--- src/rtl/icache_ctrl_pkg.sv ---
// icache_ctrl_pkg: shared state encodings and line geometry for the icache controller.
// Contents:
//   state_e             controller FSM states
//   ICACHE_OFFSET_W     byte-offset width inside one line
//   ICACHE_BURST_BEATS  32-bit beats per line refill
//   LINE_W              line width in bits
package icache_ctrl_pkg;

  typedef enum logic [2:0] {
    StIdle,
    StLookup,
    StMissAr,
    StMissR,
    StRefill
  } state_e;

  localparam int unsigned ICACHE_OFFSET_W    = 4;
  localparam int unsigned ICACHE_BURST_BEATS = 4;
  localparam int unsigned LINE_W             = 32 * ICACHE_BURST_BEATS;

endpackage

--- src/rtl/icache_refill_buf.sv ---
// icache_refill_buf: collects the four 32-bit refill beats into one 128-bit line.
// Ports:
//   i_clk, i_rst_n   clock, asynchronous active-low reset
//   i_clear          restart assembly at word 0
//   i_beat_valid     accept i_rdata into the current word, then advance
//   i_rdata          beat data
//   o_line           assembled line, beat 0 in [31:0]
module icache_refill_buf
  import icache_ctrl_pkg::*;
(
  input  logic              i_clk,
  input  logic              i_rst_n,
  input  logic              i_clear,
  input  logic              i_beat_valid,
  input  logic [31:0]       i_rdata,
  output logic [LINE_W-1:0] o_line
);

  logic [1:0]        r_beat_cnt;
  logic [LINE_W-1:0] r_line;

  always_ff @(posedge i_clk or negedge i_rst_n) begin
    if (!i_rst_n) begin
      r_beat_cnt <= 2'd0;
      r_line     <= '0;
    end else if (i_clear) begin
      r_beat_cnt <= 2'd0;
    end else if (i_beat_valid) begin
      r_line[{r_beat_cnt, 5'b0} +: 32] <= i_rdata;
      r_beat_cnt                       <= r_beat_cnt + 2'd1;
    end
  end

  assign o_line = r_line;

endmodule

--- src/rtl/icache_ctrl.sv ---
// icache_ctrl: fetch-side controller for the icache_line tag/valid/data array.
// Looks up each IFU fetch, answers hits from the array, refills misses with a 4-beat
// burst and writes the refilled line back into the array.
// Ports:
//   i_clk, i_rst_n                 clock, asynchronous active-low reset
//   i_ifu_*, o_ifu_*               fetch request / flush / one-cycle response
//   o_mem_ar*, i_mem_arready       burst address handshake (line aligned)
//   i_mem_r*, o_mem_rready         burst read data
//   o_line_*, i_line_*             array control, write data, registered valid/tag/Q
//   o_perf_hit_cnt, o_perf_miss_cnt  only when ICACHE_PERF_CNT_EN is defined
// Optional feature macro: ICACHE_PERF_CNT_EN (hit/miss performance counters).
module icache_ctrl
  import icache_ctrl_pkg::*;
#(
  parameter int unsigned DATA_LEN = 32,
  parameter int unsigned SRAM_NUM = 1,
  parameter int unsigned TAG_LEN  = DATA_LEN - 10 - $clog2(SRAM_NUM),
  parameter int unsigned ADDR_LEN = 6 + $clog2(SRAM_NUM)
) (
  input  logic                i_clk,
  input  logic                i_rst_n,
  input  logic                i_ifu_req_valid,
  output logic                o_ifu_req_ready,
  input  logic [DATA_LEN-1:0] i_ifu_addr,
  input  logic                i_ifu_flush,
  output logic                o_ifu_rsp_valid,
  output logic [31:0]         o_ifu_rsp_data,
  output logic                o_mem_arvalid,
  input  logic                i_mem_arready,
  output logic [DATA_LEN-1:0] o_mem_araddr,
  input  logic                i_mem_rvalid,
  output logic                o_mem_rready,
  input  logic [31:0]         i_mem_rdata,
  input  logic                i_mem_rlast,
  output logic [TAG_LEN-1:0]  o_line_tag_in,
  output logic                o_line_addr_valid,
  input  logic                i_line_valid,
  input  logic [TAG_LEN-1:0]  i_line_tag,
  input  logic [LINE_W-1:0]   i_line_Q,
  output logic                o_line_CEN,
  output logic                o_line_WEN,
  output logic [LINE_W-1:0]   o_line_BWEN,
  output logic [ADDR_LEN-1:0] o_line_A,
  output logic [LINE_W-1:0]   o_line_D
`ifdef ICACHE_PERF_CNT_EN
  ,
  output logic [31:0]         o_perf_hit_cnt,
  output logic [31:0]         o_perf_miss_cnt
`endif
);

  state_e                r_state;
  logic [DATA_LEN-1:0]   r_addr;
  logic                  r_drop;
  logic                  r_hit_rsp;
  logic [31:0]           r_hit_data;
  logic                  r_arvalid;
  logic                  r_rready;

  logic [ADDR_LEN-1:0]   w_req_idx;
  logic [TAG_LEN-1:0]    w_req_tag;
  logic [1:0]            w_word;
  logic                  w_accept;
  logic                  w_hit;
  logic                  w_refill_rsp;
  logic [LINE_W-1:0]     w_buf;
  logic                  w_unused_addr;

  assign w_req_idx     = r_addr[ADDR_LEN+ICACHE_OFFSET_W-1:ICACHE_OFFSET_W];
  assign w_req_tag     = r_addr[DATA_LEN-1:ADDR_LEN+ICACHE_OFFSET_W];
  assign w_word        = r_addr[3:2];
  assign w_unused_addr = ^r_addr[1:0];
  assign w_accept      = (r_state == StIdle) && i_ifu_req_valid;
  assign w_hit         = i_line_valid && (i_line_tag == w_req_tag);

  icache_refill_buf u_refill_buf (
    .i_clk        (i_clk),
    .i_rst_n      (i_rst_n),
    .i_clear      (r_state == StMissAr),
    .i_beat_valid (r_state == StMissR && i_mem_rvalid),
    .i_rdata      (i_mem_rdata),
    .o_line       (w_buf)
  );

  always_ff @(posedge i_clk or negedge i_rst_n) begin
    if (!i_rst_n) begin
      r_state    <= StIdle;
      r_addr     <= '0;
      r_drop     <= 1'b0;
      r_hit_rsp  <= 1'b0;
      r_hit_data <= '0;
      r_arvalid  <= 1'b0;
      r_rready   <= 1'b0;
    end else begin
      r_hit_rsp <= 1'b0;
      unique case (r_state)
        StIdle: begin
          r_drop <= 1'b0;
          // A flush in the acceptance cycle targets the previous fetch, not this one.
          if (i_ifu_req_valid) begin
            r_addr  <= i_ifu_addr;
            r_state <= StLookup;
          end
        end
        StLookup: begin
          if (i_ifu_flush) begin
            r_state <= StIdle;
          end else if (w_hit) begin
            r_hit_rsp  <= 1'b1;
            r_hit_data <= i_line_Q[{w_word, 5'b0} +: 32];
            r_state    <= StIdle;
          end else begin
            r_arvalid <= 1'b1;
            r_state   <= StMissAr;
          end
        end
        StMissAr: begin
          if (i_ifu_flush) r_drop <= 1'b1;
          if (i_mem_arready) begin
            r_arvalid <= 1'b0;
            r_rready  <= 1'b1;
            r_state   <= StMissR;
          end
        end
        StMissR: begin
          if (i_ifu_flush) r_drop <= 1'b1;
          // rlast ends the burst regardless of how many beats were counted.
          if (i_mem_rvalid && i_mem_rlast) begin
            r_rready <= 1'b0;
            r_state  <= StRefill;
          end
        end
        StRefill: begin
          if (i_ifu_flush) r_drop <= 1'b1;
          r_state <= StIdle;
        end
        default: r_state <= StIdle;
      endcase
    end
  end

  // The read strobe must reach the array in the acceptance cycle so valid/tag/Q are
  // registered by the time LOOKUP evaluates the hit; hence the array port is decoded here.
  always_comb begin
    o_line_CEN        = 1'b1;
    o_line_WEN        = 1'b1;
    o_line_BWEN       = '1;
    o_line_A          = w_req_idx;
    o_line_D          = w_buf;
    o_line_tag_in     = w_req_tag;
    o_line_addr_valid = 1'b0;
    if (w_accept) begin
      o_line_CEN        = 1'b0;
      o_line_A          = i_ifu_addr[ADDR_LEN+ICACHE_OFFSET_W-1:ICACHE_OFFSET_W];
      o_line_addr_valid = 1'b1;
    end
    if (r_state == StRefill) begin
      o_line_CEN  = 1'b0;
      o_line_WEN  = 1'b0;
      o_line_BWEN = '0;
    end
  end

  // A flush arriving in REFILL itself still kills the response.
  assign w_refill_rsp    = (r_state == StRefill) && !r_drop && !i_ifu_flush;
  assign o_ifu_req_ready = (r_state == StIdle);
  assign o_ifu_rsp_valid = r_hit_rsp || w_refill_rsp;
  assign o_ifu_rsp_data  = w_refill_rsp ? w_buf[{w_word, 5'b0} +: 32] : r_hit_data;
  assign o_mem_arvalid   = r_arvalid;
  assign o_mem_araddr    = {r_addr[DATA_LEN-1:ICACHE_OFFSET_W], {ICACHE_OFFSET_W{1'b0}}};
  assign o_mem_rready    = r_rready;

`ifdef ICACHE_PERF_CNT_EN
  logic [31:0] r_perf_hit_cnt;
  logic [31:0] r_perf_miss_cnt;

  always_ff @(posedge i_clk or negedge i_rst_n) begin
    if (!i_rst_n) begin
      r_perf_hit_cnt  <= '0;
      r_perf_miss_cnt <= '0;
    end else if (r_state == StLookup && !i_ifu_flush) begin
      if (w_hit) r_perf_hit_cnt  <= r_perf_hit_cnt + 32'd1;
      else       r_perf_miss_cnt <= r_perf_miss_cnt + 32'd1;
    end
  end

  assign o_perf_hit_cnt  = r_perf_hit_cnt;
  assign o_perf_miss_cnt = r_perf_miss_cnt;
`endif

endmodule

--- config.mk ---
export PLATFORM = sky130hd
export DESIGN_NAME = icache_ctrl
export DESIGN_NICKNAME = d
export VERILOG_FILES = /design/src/rtl/icache_ctrl_pkg.sv /design/src/rtl/icache_refill_buf.sv /design/src/rtl/icache_ctrl.sv
export SDC_FILE = /design/constraint.sdc
export NUM_CORES = 1
export LEC_CHECK = 0
export CAP_MARGIN = 20
export CORE_AREA = 3 3 226 228
export DETAILED_ROUTE_END_ITERATION = 8
export DIE_AREA = 0 0 229 231
export PLACE_DENSITY = 0.53
export SYNTH_ARGS = -nofsm -noshare
export SYNTH_HDL_FRONTEND = slang
export SYNTH_HIERARCHICAL = 1
export SYNTH_SLANG_ARGS = --single-unit
--- constraint.sdc ---
create_clock -name i_clk -period 4.8 [get_ports i_clk]
set_clock_uncertainty 0.15 [all_clocks]
set_input_delay 0.96 -clock i_clk [delete_from_list [all_inputs] [get_ports i_clk]]
set_output_delay 0.96 -clock i_clk [all_outputs]
set_load 0.05 [all_outputs]
* After elaboration in Yosys (flattened, before gate mapping)
Cells that the tools add are included.
** Storage, ports and cells
- Output and inout bits :: 355
- Register bits after elaboration :: 201
- Logic and storage cells :: 78
- Bits of input ports :: 222
** Operators by class
- Add/sub/neg operators :: 2
- Eq/ne operators :: 11
- Reduce and logical (&&, ||, !) cells :: 22
- Muxes and demuxes :: 28
- Bitwise gates (word level) :: 2
- Shift operators :: 4
** Operators by type and width (count)
- indexed part select 128 x 8 -> 32 bit :: 2
- bitwise mux 128 bit :: 1
- two-way mux 128 bit :: 1
- variable shift 32 x 9 -> 128 bit, first input constant :: 1
- indexed part select 32 x 9 -> 128 bit :: 1
- two-way mux 32 bit :: 1
- equality test 22 bit :: 1
- two-way mux 1 bit :: 13
- one-hot mux 3 bit (4 select lines) :: 1
- two-way mux 3 bit :: 3
- negator 7 -> 9 bit :: 1
- AND reduction 3 bit :: 3
- two-way mux 2 bit :: 4
- != test 2 bit, second input constant :: 4
- nonzero test 2 bit :: 4
- equality test 3 x 2 -> 1 bit, second input constant :: 2
- logical AND 1 bit :: 6
- two-way mux 6 bit :: 1
- one-hot mux 1 bit (2 select lines) :: 3
- AND reduction 2 bit :: 3
- != test 2 x 1 -> 1 bit, second input constant :: 2
- AND reduction 4 bit :: 1
- equality test 3 x 1 -> 1 bit, second input constant :: 1
- equality test 3 bit, second input constant :: 1
- other kinds (6) :: 8

* Longest topological paths before layout
Gate-level depths: netlist of run 1.
- Depth after elaboration :: 5
- Gate-level depth with buffers :: 9

* Hierarchy
Netlist of run 1, hierarchy kept.
** Modules (own cells, without submodules)
- icache_ctrl :: instances 1, sequential area each 1726.7 um^2, cells each 498, area an instance 6324.8 um^2
- icache_refill_buf :: instances 1, sequential area each 3253.1 um^2, cells each 578, area an instance 6301.0 um^2

* Worst setup path after synthesis of run 1
Ideal clock, no wire load.
- Path kind :: register -> output
- Start :: reg r_state[0]
- End :: out o_ifu_rsp_data[10]
- Arrival time :: 4104 ps
- Data required time :: 3690 ps
- Setup slack :: -414 ps
- Stages on the path, launching flop included :: 8
- Cell sequence :: dfrtp_1 > buf_4 > nor2_4 > nand2_1 > or3_1 > buf_2 > buf_6 > mux2_2
** On the way
- Cells in the longest elaborated chain, start to end :: 4
** RTL lines
- start: declaration :: RTL line icache_ctrl.sv:52 : state_e r_state;
- start signal: assignment :: RTL line icache_ctrl.sv:87 : r_state <= StIdle;
- start signal: assignment :: RTL line icache_ctrl.sv:102 : r_state <= StLookup;
- start signal: assignment :: RTL line icache_ctrl.sv:107 : r_state <= StIdle;
- equality test 3 bit :: RTL line icache_ctrl.sv:165 : assign w_refill_rsp = (r_state == StRefill) && !r_drop && !i_ifu_flush;
- logical AND 1 bit (2 in series) :: RTL line icache_ctrl.sv:165
- two-way mux 32 bit :: RTL line icache_ctrl.sv:168 : assign o_ifu_rsp_data = w_refill_rsp ? w_buf[{w_word, 5'b0} +: 32] : r_hit_data;
- end: declaration :: RTL line icache_ctrl.sv:27 : output logic [31:0] o_ifu_rsp_data,
No other way between the ends.

* Worst setup path in the final report of run 1
- Start :: in i_ifu_flush
- End :: out o_ifu_rsp_data[8]
** On the way
- Cells in the longest elaborated chain, start to end :: 3
** RTL lines
- start: declaration :: RTL line icache_ctrl.sv:25 : input logic i_ifu_flush,
- zero test 1 bit :: RTL line icache_ctrl.sv:165
- logical AND 1 bit :: RTL line icache_ctrl.sv:165
- two-way mux 32 bit :: RTL line icache_ctrl.sv:168
No other way between the ends.

==> results by group, run 1 <==
Clock tree
  – Clock Sinks: 199
  – Maximum clock path buffer count: 2
  – CTS Hold Bufs: 0
  – H-tree depth: 4
  – CTS tree: done
  – Post-CTS Resized: 0
  – Clk pin slew, worst setup/hold paths: 70 ps
  – Post-CTS setup buffers: 0
  – Num CTS Buffers: 17
  – Clk_lat worst skew: 480 ps
  – Root buffer cell: clkbuf_16

Worst setup path
  – WS Path Type: in -> out
  – Crit path cell chain: clkdlybuf4s50_1 -> or3_2 -> mux2_2 -> clkdlybuf4s50_1
  – CP Data Required Time: 3690 ps
  – CP endpoint: o_ifu_rsp_data[8]
  – Crit path max fanout: 8
  – Crit path buffers/inverters: 2
  – CP delay by family, top: buffers and inverters
  – CP max stage cell: clkdlybuf4s50_1
  – Reg2reg start: u_refill_buf/r_beat_cnt[0]
  – Reg2Reg Depth: 6
  – Critical Path AT: 3230 ps
  – Worst path most repeated cell: clkdlybuf4s50_1
  – Crit end category: output port
  – R2R Path End: u_refill_buf/o_line[65]
  – Worst R2R Setup Slack: 1430 ps
  – Crit path launch: i_ifu_flush
  – Worst setup SP type: primary input
  – Worst path max stage delay: 790 ps
  – WP depth: 4

Global routing
  – Global-route wire length before repair: 70500 um
  – Initial antenna violation count: 3
  – Met1 Usage GRT: 0.228
  – Vias in the first global route: 10200
  – Met3 GRT Util: 0.0465
  – GRT Overall Usage: 0.179
  – Total grt overflow: 0
  – Largest net degree at the start of global routing: 130
  – Met2 Use GR: 0.301
  – Busiest metal layer after global routing: met2

STA
  – Period utilization: 0.904
  – Fin Setup TNS: 0 ps
  – Slew Limit Fails: 0
  – Rel. slew slack: 0.353
  – Hold Worst Slack: 351 ps
  – Worst slew pin tran: 970 ps
  – Fmax: 230 MHz
  – RSZ-0062 raised after global routing: false
  – Setup Viol. Count Final: 0
  – Final hold vios: 0
  – Post-route minimum period: 4340 ps

Logic synthesis
  – Synth Flop Type: dfrtp_1
  – Post-Syn Area: 12600 um2
  – Synth top area share: 0.394
  – Commonest cells post-synth: 199 x dfrtp_1, 186 x buf_4, 113 x inv_1, 112 x nand2_1, 82 x mux2_2
  – Ys Warns: 6
  – Synth area leader: dfrtp_1
  – Synthesized instance count: 1076
  – Avg Inst Size Synth: 11.7 um2
  – Post-synth EDFFs: 0
  – Synth cell types: 48
  – Synth async-reset ratio: 1.00
  – Synth top area cells: dfrtp_1 39%, mux4_2 11%, buf_4 11%
  – Cell with the most instances after synthesis: dfrtp_1
  – Synth Register Bits: 199
  – Seq/Total Area, Yosys: 0.394

Die
  – Num ports: 577
  – Full die area: 52900 um2
  – Core Box Area: 49100 um2
  – Starting Density: 0.257
  – Die H: 231 um
  – Die W: 229 um
  – Row cnt: 81

Pwr
  – Tot Pwr: 0.0112 W
  – Static leakage: 7.69 nW
  – PD cells: 614 nW/um2
  – Maximum vdd drop: 497 uV

Routing
  – Final routed DRC violation total: 0
  – Via count: 9573
  – Initial DRC Count: 525
  – Routed length per placed instance: 23.0 um
  – Routed WL: 48400 um
  – Post-route ant nets: 0
  – Detailed Routing Iterations Pass 1: 5
  – Vias per std cell: 4.55

Worst hold path
  – Type of the most critical hold path: reg -> reg
  – Worst min-delay path startpoint: o_mem_arvalid

Final layout
  – Area delta synth->final: 44.7%
  – Proportion of layout cells with a drive suffix above 1: 0.232
  – Fill cells: 4897
  – Design Area, Final: 18300 um2
  – NumNets Final: 1652

Place
  – Placer Congestion: 0.783
  – Area post-placement: 17600 um2
  – Number of port buffers: 570
  – DP Wirelength: 35500 um

Flow run
  – Max Cap Viol: 0

Run status
  – Status: finished clean
[routing by layer]
layer / wire length (um) / part of all wire
met2: 23900 / 0.49
met3: 3190 / 0.066
met5: 0 / 0
met4: 729 / 0.015
met1: 20600 / 0.43
[sequential cells by signal (all words and copies together) (netlist names)]
name / flops
o_mem_arvalid: 1
o_mem_rready: 1
r_addr: 30
r_drop: 1
r_hit_data: 32
r_hit_rsp: 1
r_state: 3
u_refill_buf/o_line: 128
u_refill_buf/r_beat_cnt: 2
[where the power goes]
group | internal, W | switching, W | total (W)
sequential | 0.00219 | 0.000677 | 0.00287
combinational | 0.00252 | 0.00423 | 0.00676
clock | 0.000883 | 0.000699 | 0.00158
total | 0.00560 | 0.00561 | 0.0112
[per-stage QoR]
step,utilization,setup WS [ps],std cells
floorplan,-,667,1079
global placement,0.359,466,2069
detailed placement,0.359,457,2069
CTS,0.372,452,2101
global route,0.372,339,2102
finish,0.372,461,2103
[cells by family after synthesis]
group | share of synthesized area
buffers and inverters | 0.180
DFF | 0.394
muxes | 0.225
and+or+nand+nor | 0.0705
AOI/OAI and AO/OA | 0.109
xor gates and xnor gates | 0.0160
adders and majority gates | 0.00495
other | 0.000297
[worst register-to-register path: cells and delay by family, from the launching register on]
family | cells | cell delay, ps
buffers and inverters | 3 | 860
flip-flops | 1 | 320
adder cells (fa/ha/maj) | 1 | 680
AND/OR/NAND/NOR | 1 | 890
AO/OA/AOI/OAI | 1 | 370
[worst min-delay path by stage]
stage	slack [ps]	depth (start not counted)	endpoint
3_5_place_dp	330	1	o_mem_arvalid
6_report	350	1	o_mem_arvalid
5_1_grt	370	1	r_hit_data[9]
2_1_floorplan	320	1	r_hit_data[6]
3_3_place_gp	320	1	o_mem_arvalid
4_1_cts	360	1	o_mem_arvalid
[layout by cell type, fill, tap and decap left out, types with 5 or more instances in the layout]
cell	n
and4b_1	6
buf_12	9
buf_4	45
clkbuf_16	17
clkdlybuf4s50_1	541
clkinv_2	5
dfrtp_1	197
inv_1	113
mux2_2	82
mux2_4	30
mux4_2	64
nand2_1	111
nand4_1	5
nor2_1	6
nor4bb_1	12
o32ai_1	60
o32ai_2	49
xnor2_1	23
[area by class of cell]
cell class / count / area [um2] / area share
Clock inverter: 13 / 178 / 0.00973
Sequential cell: 199 / 4990 / 0.273
Timing Repair Buffer: 597 / 5970 / 0.327
Antenna cell: 1 / 2.50 / 0.000137
Clock buffer: 19 / 443 / 0.0242
Inverter: 113 / 424 / 0.0232
Tap cell: 664 / 831 / 0.0455
Multi-Input combinational cell: 497 / 5430 / 0.297
Power figures use the tool's default switching activity.
==> run 2, diff against run 1 <==
- TNS_END_PERCENT: not set -> 50
==> results of run 2 <==
No change in the layout: final DEF, timing and power equal those of run 1.
